[src/rtl/cmp_sort_ctrl.sv]
// Frame sorter: loads N 4-bit words, bubble-sorts them in place through one shared
// comparator (one compare-and-swap per cycle), then drains them in sorted order.
module cmp_sort_ctrl #(
    parameter int unsigned N          = 8,
    parameter bit          DESCENDING = 1'b0,
    localparam int unsigned IW        = $clog2(N),
    localparam int unsigned SCW       = $clog2(N * (N - 1) / 2 + 1)
) (
    input  logic           clk_i,
    input  logic           rst_ni,
    input  logic           in_valid_i,
    output logic           in_ready_o,
    input  logic [3:0]     in_data_i,
    output logic           out_valid_o,
    input  logic           out_ready_i,
    output logic [3:0]     out_data_o,
    output logic           busy_o,
    output logic [SCW-1:0] swap_count_o
);

    localparam logic [IW-1:0]  IdxOne      = IW'(1);
    localparam logic [IW-1:0]  IdxLast     = IW'(N - 1);
    localparam logic [IW-1:0]  IdxLastPair = IW'(N - 2);
    localparam logic [SCW-1:0] CntOne      = SCW'(1);

    typedef enum logic [1:0] {StLoad, StSort, StDrain} state_e;

    state_e          state_q, state_d;
    logic [3:0]      mem_q [N];
    logic [3:0]      mem_d [N];
    logic [IW-1:0]   wr_idx_q, wr_idx_d;
    logic [IW-1:0]   rd_idx_q, rd_idx_d;
    logic [IW-1:0]   i_q, i_d;
    logic [IW-1:0]   pass_q, pass_d;
    logic            pass_swapped_q, pass_swapped_d;
    logic [SCW-1:0]  swap_count_q, swap_count_d;

    logic [IW-1:0]   i_next;
    logic [3:0]      left, right;
    logic            gt, lt, eq;
    logic            do_swap;

    // Shared comparator on the adjacent pair selected by i.
    assign i_next  = i_q + IdxOne;
    assign left    = mem_q[i_q];
    assign right   = mem_q[i_next];
    assign gt      = left > right;
    assign lt      = left < right;
    assign eq      = left == right;
    assign do_swap = !eq && (DESCENDING ? lt : gt);

    assign out_data_o   = mem_q[rd_idx_q];
    assign busy_o       = state_q != StLoad;
    assign swap_count_o = swap_count_q;

    always_comb begin
        state_d        = state_q;
        mem_d          = mem_q;
        wr_idx_d       = wr_idx_q;
        rd_idx_d       = rd_idx_q;
        i_d            = i_q;
        pass_d         = pass_q;
        pass_swapped_d = pass_swapped_q;
        swap_count_d   = swap_count_q;
        in_ready_o     = 1'b0;
        out_valid_o    = 1'b0;

        unique case (state_q)
            StLoad: begin
                in_ready_o = 1'b1;
                if (in_valid_i) begin
                    mem_d[wr_idx_q] = in_data_i;
                    if (wr_idx_q == IdxLast) begin
                        wr_idx_d       = '0;
                        i_d            = '0;
                        pass_d         = '0;
                        pass_swapped_d = 1'b0;
                        swap_count_d   = '0;
                        state_d        = StSort;
                    end else begin
                        wr_idx_d = wr_idx_q + IdxOne;
                    end
                end
            end
            StSort: begin
                if (do_swap) begin
                    mem_d[i_q]     = right;
                    mem_d[i_next]  = left;
                    swap_count_d   = swap_count_q + CntOne;
                    pass_swapped_d = 1'b1;
                end
                // Pass p stops one slot earlier each time: the tail is already in place.
                if (i_q == IdxLastPair - pass_q) begin
                    if (!(pass_swapped_q || do_swap) || pass_q == IdxLastPair) begin
                        state_d  = StDrain;
                        rd_idx_d = '0;
                    end else begin
                        pass_d         = pass_q + IdxOne;
                        i_d            = '0;
                        pass_swapped_d = 1'b0;
                    end
                end else begin
                    i_d = i_next;
                end
            end
            StDrain: begin
                out_valid_o = 1'b1;
                if (out_ready_i) begin
                    if (rd_idx_q == IdxLast) begin
                        rd_idx_d = '0;
                        state_d  = StLoad;
                    end else begin
                        rd_idx_d = rd_idx_q + IdxOne;
                    end
                end
            end
            default: state_d = StLoad;
        endcase
    end

    always_ff @(posedge clk_i or negedge rst_ni) begin
        if (!rst_ni) begin
            state_q        <= StLoad;
            mem_q          <= '{default: '0};
            wr_idx_q       <= '0;
            rd_idx_q       <= '0;
            i_q            <= '0;
            pass_q         <= '0;
            pass_swapped_q <= 1'b0;
            swap_count_q   <= '0;
        end else begin
            state_q        <= state_d;
            mem_q          <= mem_d;
            wr_idx_q       <= wr_idx_d;
            rd_idx_q       <= rd_idx_d;
            i_q            <= i_d;
            pass_q         <= pass_d;
            pass_swapped_q <= pass_swapped_d;
            swap_count_q   <= swap_count_d;
        end
    end

endmodule

[config.mk]
export PLATFORM = sky130hd
export DESIGN_NAME = cmp_sort_ctrl
export DESIGN_NICKNAME = d
export VERILOG_FILES = /design/src/rtl/cmp_sort_ctrl.sv
export SDC_FILE = /design/constraint.sdc
export NUM_CORES = 1
export LEC_CHECK = 0
export BUFFER_PORTS_ARGS = -buffer_cell sky130_fd_sc_hd__buf_2
export CAP_MARGIN = 20
export CORE_MARGIN = 2
export CORE_UTILIZATION = 56
export DETAILED_ROUTE_END_ITERATION = 7
export GPL_TIMING_DRIVEN = 1
export PLACE_DENSITY = 0.78
export SLEW_MARGIN = 10
export SYNTH_ARGS = -nofsm -noshare
export SYNTH_HDL_FRONTEND = slang
export SYNTH_SLANG_ARGS = --single-unit
[constraint.sdc]
create_clock -name clk_i -period 3.75 [get_ports clk_i]
set_input_delay 0.1875 -clock clk_i [delete_from_list [all_inputs] [get_ports clk_i]]
set_output_delay 0.1875 -clock clk_i [all_outputs]
set_load 0.05 [all_outputs]
==> flow_results.org <==
** Run status
- Result of the run :: finished with violations
- Failing checks :: hold timing

** Floorplanning
- Floorplan Core Area :: 6830 um2
- Number of placement rows :: 30
- The die covers roughly 8000 um2.
- Initial Utilization :: 0.582
- Die span in x :: around 90 um
- Vertical extent of the die :: between 80 and 90 um
- For this design the top-level I/O count stands at 20.

** Route
- Aggregate routed wire length :: approximately 13 mm
- Dividing the detail-routed wire length by the instance count gives around 23 um.
- Number of vias per cell :: approximately 7
- Number of design-rule violations left by the first detailed-router iteration :: slightly below 600
- The first detailed-routing pass ran for 7 iterations.
- Final antenna-violating net count :: 0
- Detailed-route DRC error count :: 0
- For this block, the via count after detailed routing is 3937.

** Cells and area
- The top cell types in the final layout, fill and taps aside, are sky130_fd_sc_hd__nand2_1, sky130_fd_sc_hd__dfrtp_1, sky130_fd_sc_hd__o21ai_0, sky130_fd_sc_hd__buf_4, sky130_fd_sc_hd__nand3_1.
- In the final layout, the share of cells above drive strength 1 is 0.184.
- 0 antenna diodes ended up in the layout.
- The count of cells in the finished layout, fillers not included, comes to about 560.
- Util after Layout :: 0.650
- The net count of the finished layout is a little under 500.
- Leading cell type in the layout, fill and taps excluded :: sky130_fd_sc_hd__nand2_1
- Area growth from synthesis to layout :: 11.6%

** Clock tree
- Clock tree synthesis selected as its root buffer the cell sky130_fd_sc_hd__clkbuf_8.
- Deepest clock path buffer count :: 2
- Clock-pin slew on the worst setup and hold paths :: ~0.09 ns
- The number of setup buffers added after CTS is 0.
- TritonCTS created 5 clock buffers.
- Number of H-tree levels :: 2
- TritonCTS built the clock tree.
- Worst skew pair latency :: ~0.31 ns
- The clock drives between 50 and 60 sinks.

** Setup path
- Cells along the critical path :: buf_4, and2_4, a221o_1, a222oi_1, buf_4, inv_1, ha_1, nor2b_1, o211ai_1, a21boi_0, o21ai_0, a31oi_1, a22o_1
- Counting both buffers and inverters, the worst setup path holds a total of 3.
- Cell type group with the largest total delay on the critical path :: compound AO/OA/AOI/OAI gates
- Classification of the worst setup path :: reg -> reg
- Highest net fanout along the worst path :: 9
- Capturing element type of the critical path :: flop
- The worst setup path is launched from a flop.
- By instance count, the cell type seen most on the critical path is sky130_fd_sc_hd__buf_4.
- In this design, the stage delay of the slowest critical-path cell is roughly 0.4 ns.
- The largest individual stage delay along the critical path comes from the cell sky130_fd_sc_hd__dfrtp_1.
- Critical Path AT :: between 3 and 4 ns
- At the worst endpoint, the required time is a little under 4 ns.
- R2r setup slk :: about 0.12 ns

** Synth
- Nets in the synthesized netlist :: roughly 460
- The number of different library cells used by synthesis comes to 53.
- During synthesis, Yosys emitted a total of 0 warnings.
- In this run, synthesis inferred 0 flip-flops with an integrated enable.
- Post-synthesis sequential element count :: between 50 and 60
- Cell area after synthesis :: about 4000 um2
- A synthesized cell averages 9.04 um2.
- Dominant synthesized flop cell :: sky130_fd_sc_hd__dfrtp_1
- Async set-or-reset flop fraction in the synthesized netlist :: 1.00
- Sequential cell area fraction in the yosys report :: 0.327
- Gate count of the mapped netlist :: 440

** Timing
- Derived from the worst setup path, the maximum achievable clock frequency is 275 MHz.
- For the finished layout, the period the worst path requires is roughly 3.6 ns.
- Slew at the pin closest to its max-slew limit :: around 0.80 ns
- Final hold viol count :: 21
- Post-route clock period utilization :: 0.968
- The worst pin sits at a relative slew slack of 0.461.
- Worst hold-check slack :: -0.0188 ns
- The number of pins with negative max-slew slack in the final report came to 0.
- Setup slack closes at between 0.1 and 0.15 ns.
- Setup violations remaining at the end of the flow were counted as 0.
- Worst-case clock skew :: ~0.013 ns

** Global route
- In the global route stage, met1 resource usage came out at 0.508.
- For this run, global-route usage on met2 was measured as 0.530.
- For met3 alone, demand over resource in global routing was 0.0672.
- Most used routing layer in global routing :: met2
- The initial antenna violation count is 0.
- For this run, the total global-route usage over all layers was measured as 0.357.
- Aggregate global routing overflow :: 0
- Entering global routing, the biggest net connects 53 pins.
- First-pass GRT wire length :: between 20 and 25 mm
- Vias in the first global route :: 3718

** Placed design
- Placed Cells incl. Taps :: around 560
- Once detailed placement completed, the half-perimeter wirelength came to ~10 mm.
- Number of buffer cells added on primary ports :: 19
- Routability-driven placement finished with a final weighted congestion of approximately 1.1.
- DP Worst Slack :: a little under 0.2 ns

** Hold path
- The path class of the tightest hold or removal check is in -> async.

** Run
- Number of maximum-capacitance constraint violations :: 0
==> synth_stat cells, types with 2 or more instances <==
master                     number  share of area
sky130_fd_sc_hd__nor2_1        23          0.022
sky130_fd_sc_hd__a22o_1        11          0.024
sky130_fd_sc_hd__nor3_1         4         0.0050
sky130_fd_sc_hd__nand4_1        3         0.0047
sky130_fd_sc_hd__buf_2          4         0.0050
sky130_fd_sc_hd__o211ai_1      10          0.019
sky130_fd_sc_hd__dfrtp_1       52           0.33
sky130_fd_sc_hd__o21bai_1       2         0.0038
sky130_fd_sc_hd__and2_1         3         0.0047
sky130_fd_sc_hd__buf_6          2         0.0057
sky130_fd_sc_hd__xnor2_1        3         0.0066
sky130_fd_sc_hd__mux2_2         7          0.020
sky130_fd_sc_hd__o221ai_1      11          0.024
sky130_fd_sc_hd__mux4_2        13          0.074
sky130_fd_sc_hd__a41oi_1        4         0.0088
sky130_fd_sc_hd__mux2i_1       23          0.058
sky130_fd_sc_hd__o31ai_1        6          0.011
sky130_fd_sc_hd__nand2_1       52          0.049
sky130_fd_sc_hd__o31a_1         3         0.0066
sky130_fd_sc_hd__ha_1          13          0.041
sky130_fd_sc_hd__o21ai_0       40          0.050
sky130_fd_sc_hd__buf_1          4         0.0038
sky130_fd_sc_hd__a31oi_1       16          0.025
sky130_fd_sc_hd__xor2_1         3         0.0066
sky130_fd_sc_hd__o22ai_1        4         0.0063
sky130_fd_sc_hd__nor2b_1        8          0.013
sky130_fd_sc_hd__nand3b_1       4         0.0075
sky130_fd_sc_hd__nand2b_1      10          0.016
sky130_fd_sc_hd__inv_1         14          0.013
sky130_fd_sc_hd__a32o_1         4          0.010
sky130_fd_sc_hd__a21o_1         4         0.0075
sky130_fd_sc_hd__nand3_1       24          0.030
sky130_fd_sc_hd__a21oi_1        9          0.011
sky130_fd_sc_hd__a32oi_1        6          0.013
sky130_fd_sc_hd__clkbuf_1      20          0.019
sky130_fd_sc_hd__a221oi_1       4         0.0088
==> cells by family (layout without fill, tap and decap cells) <==
kind of cell | count (synthesis) | count (layout) | share of synthesized area
AOI/OAI and AO/OA | 144 | 144 | 0.253
xor gates and xnor gates | 7 | 7 | 0.0192
adders and majority gates | 13 | 13 | 0.0409
buffers and inverters | 45 | 72 | 0.0475
DFF | 52 | 52 | 0.327
muxes | 43 | 43 | 0.151
and+or+nand+nor | 136 | 136 | 0.161
==> metal layers <==
layer | vias to the layer above | wire length [um]
met2 | 265 | 5730
met5 | - | 0
met3 | 59 | 1460
met1 | 1880 | 5400
met4 | 0 | 643
li1 | 1733 | -
==> final cells by class <==
class	instances	area (um2)
Multi-Input combinational cell	343	2510
Fill cell	581	2390
Sequential cell	52	1300
Timing Repair Buffer	51	352
Tap cell	96	120
Clock buffer	5	68.8
Inverter	15	56.3
Clock inverter	1	30.0
==> registers in the layout (all words and copies together), names as in the netlist <==
signal,flops
pass_q,3
wr_idx_q,3
state_q,2
mem_q,32
pass_swapped_q,1
i_q,3
swap_count_o,5
rd_idx_q,3
==> per-stage QoR <==
stage | TNS (ns) | hold WS [ns] | area [um2]
2_1_floorplan | 0 | -0.108 | 3980
3_3_place_gp | 0 | 0.344 | 4320
3_5_place_dp | 0 | 0.346 | 4320
4_1_cts | 0 | 0.0165 | 4410
5_1_grt | -0.0291 | 0.0495 | 4440
6_report | 0 | -0.0188 | 4440
==> timing repair <==
action	CTS	global route
endpoints found under the hold margin	0	0
gates resized for setup	0	7
hold buffers	0	0
setup endpoints to repair	0	41
==> worst paths after layout <==
kind	from	endpoint	cells past startpoint
max in group asynchronous	rst_ni	mem_q[17]	2
worst min-delay path	rst_ni	rd_idx_q[1]	2
worst min register to register	swap_count_o[4]	swap_count_o[4]	1
worst max-delay path	i_q[1]	rd_idx_q[0]	13
min in group clk_i	out_ready_i	state_q[1]	3
worst max register to register	i_q[1]	rd_idx_q[0]	13
Power is left out: the tool's default activity adds up to more than one toggle a clock period on the data nets, which glitch-free logic cannot reach.
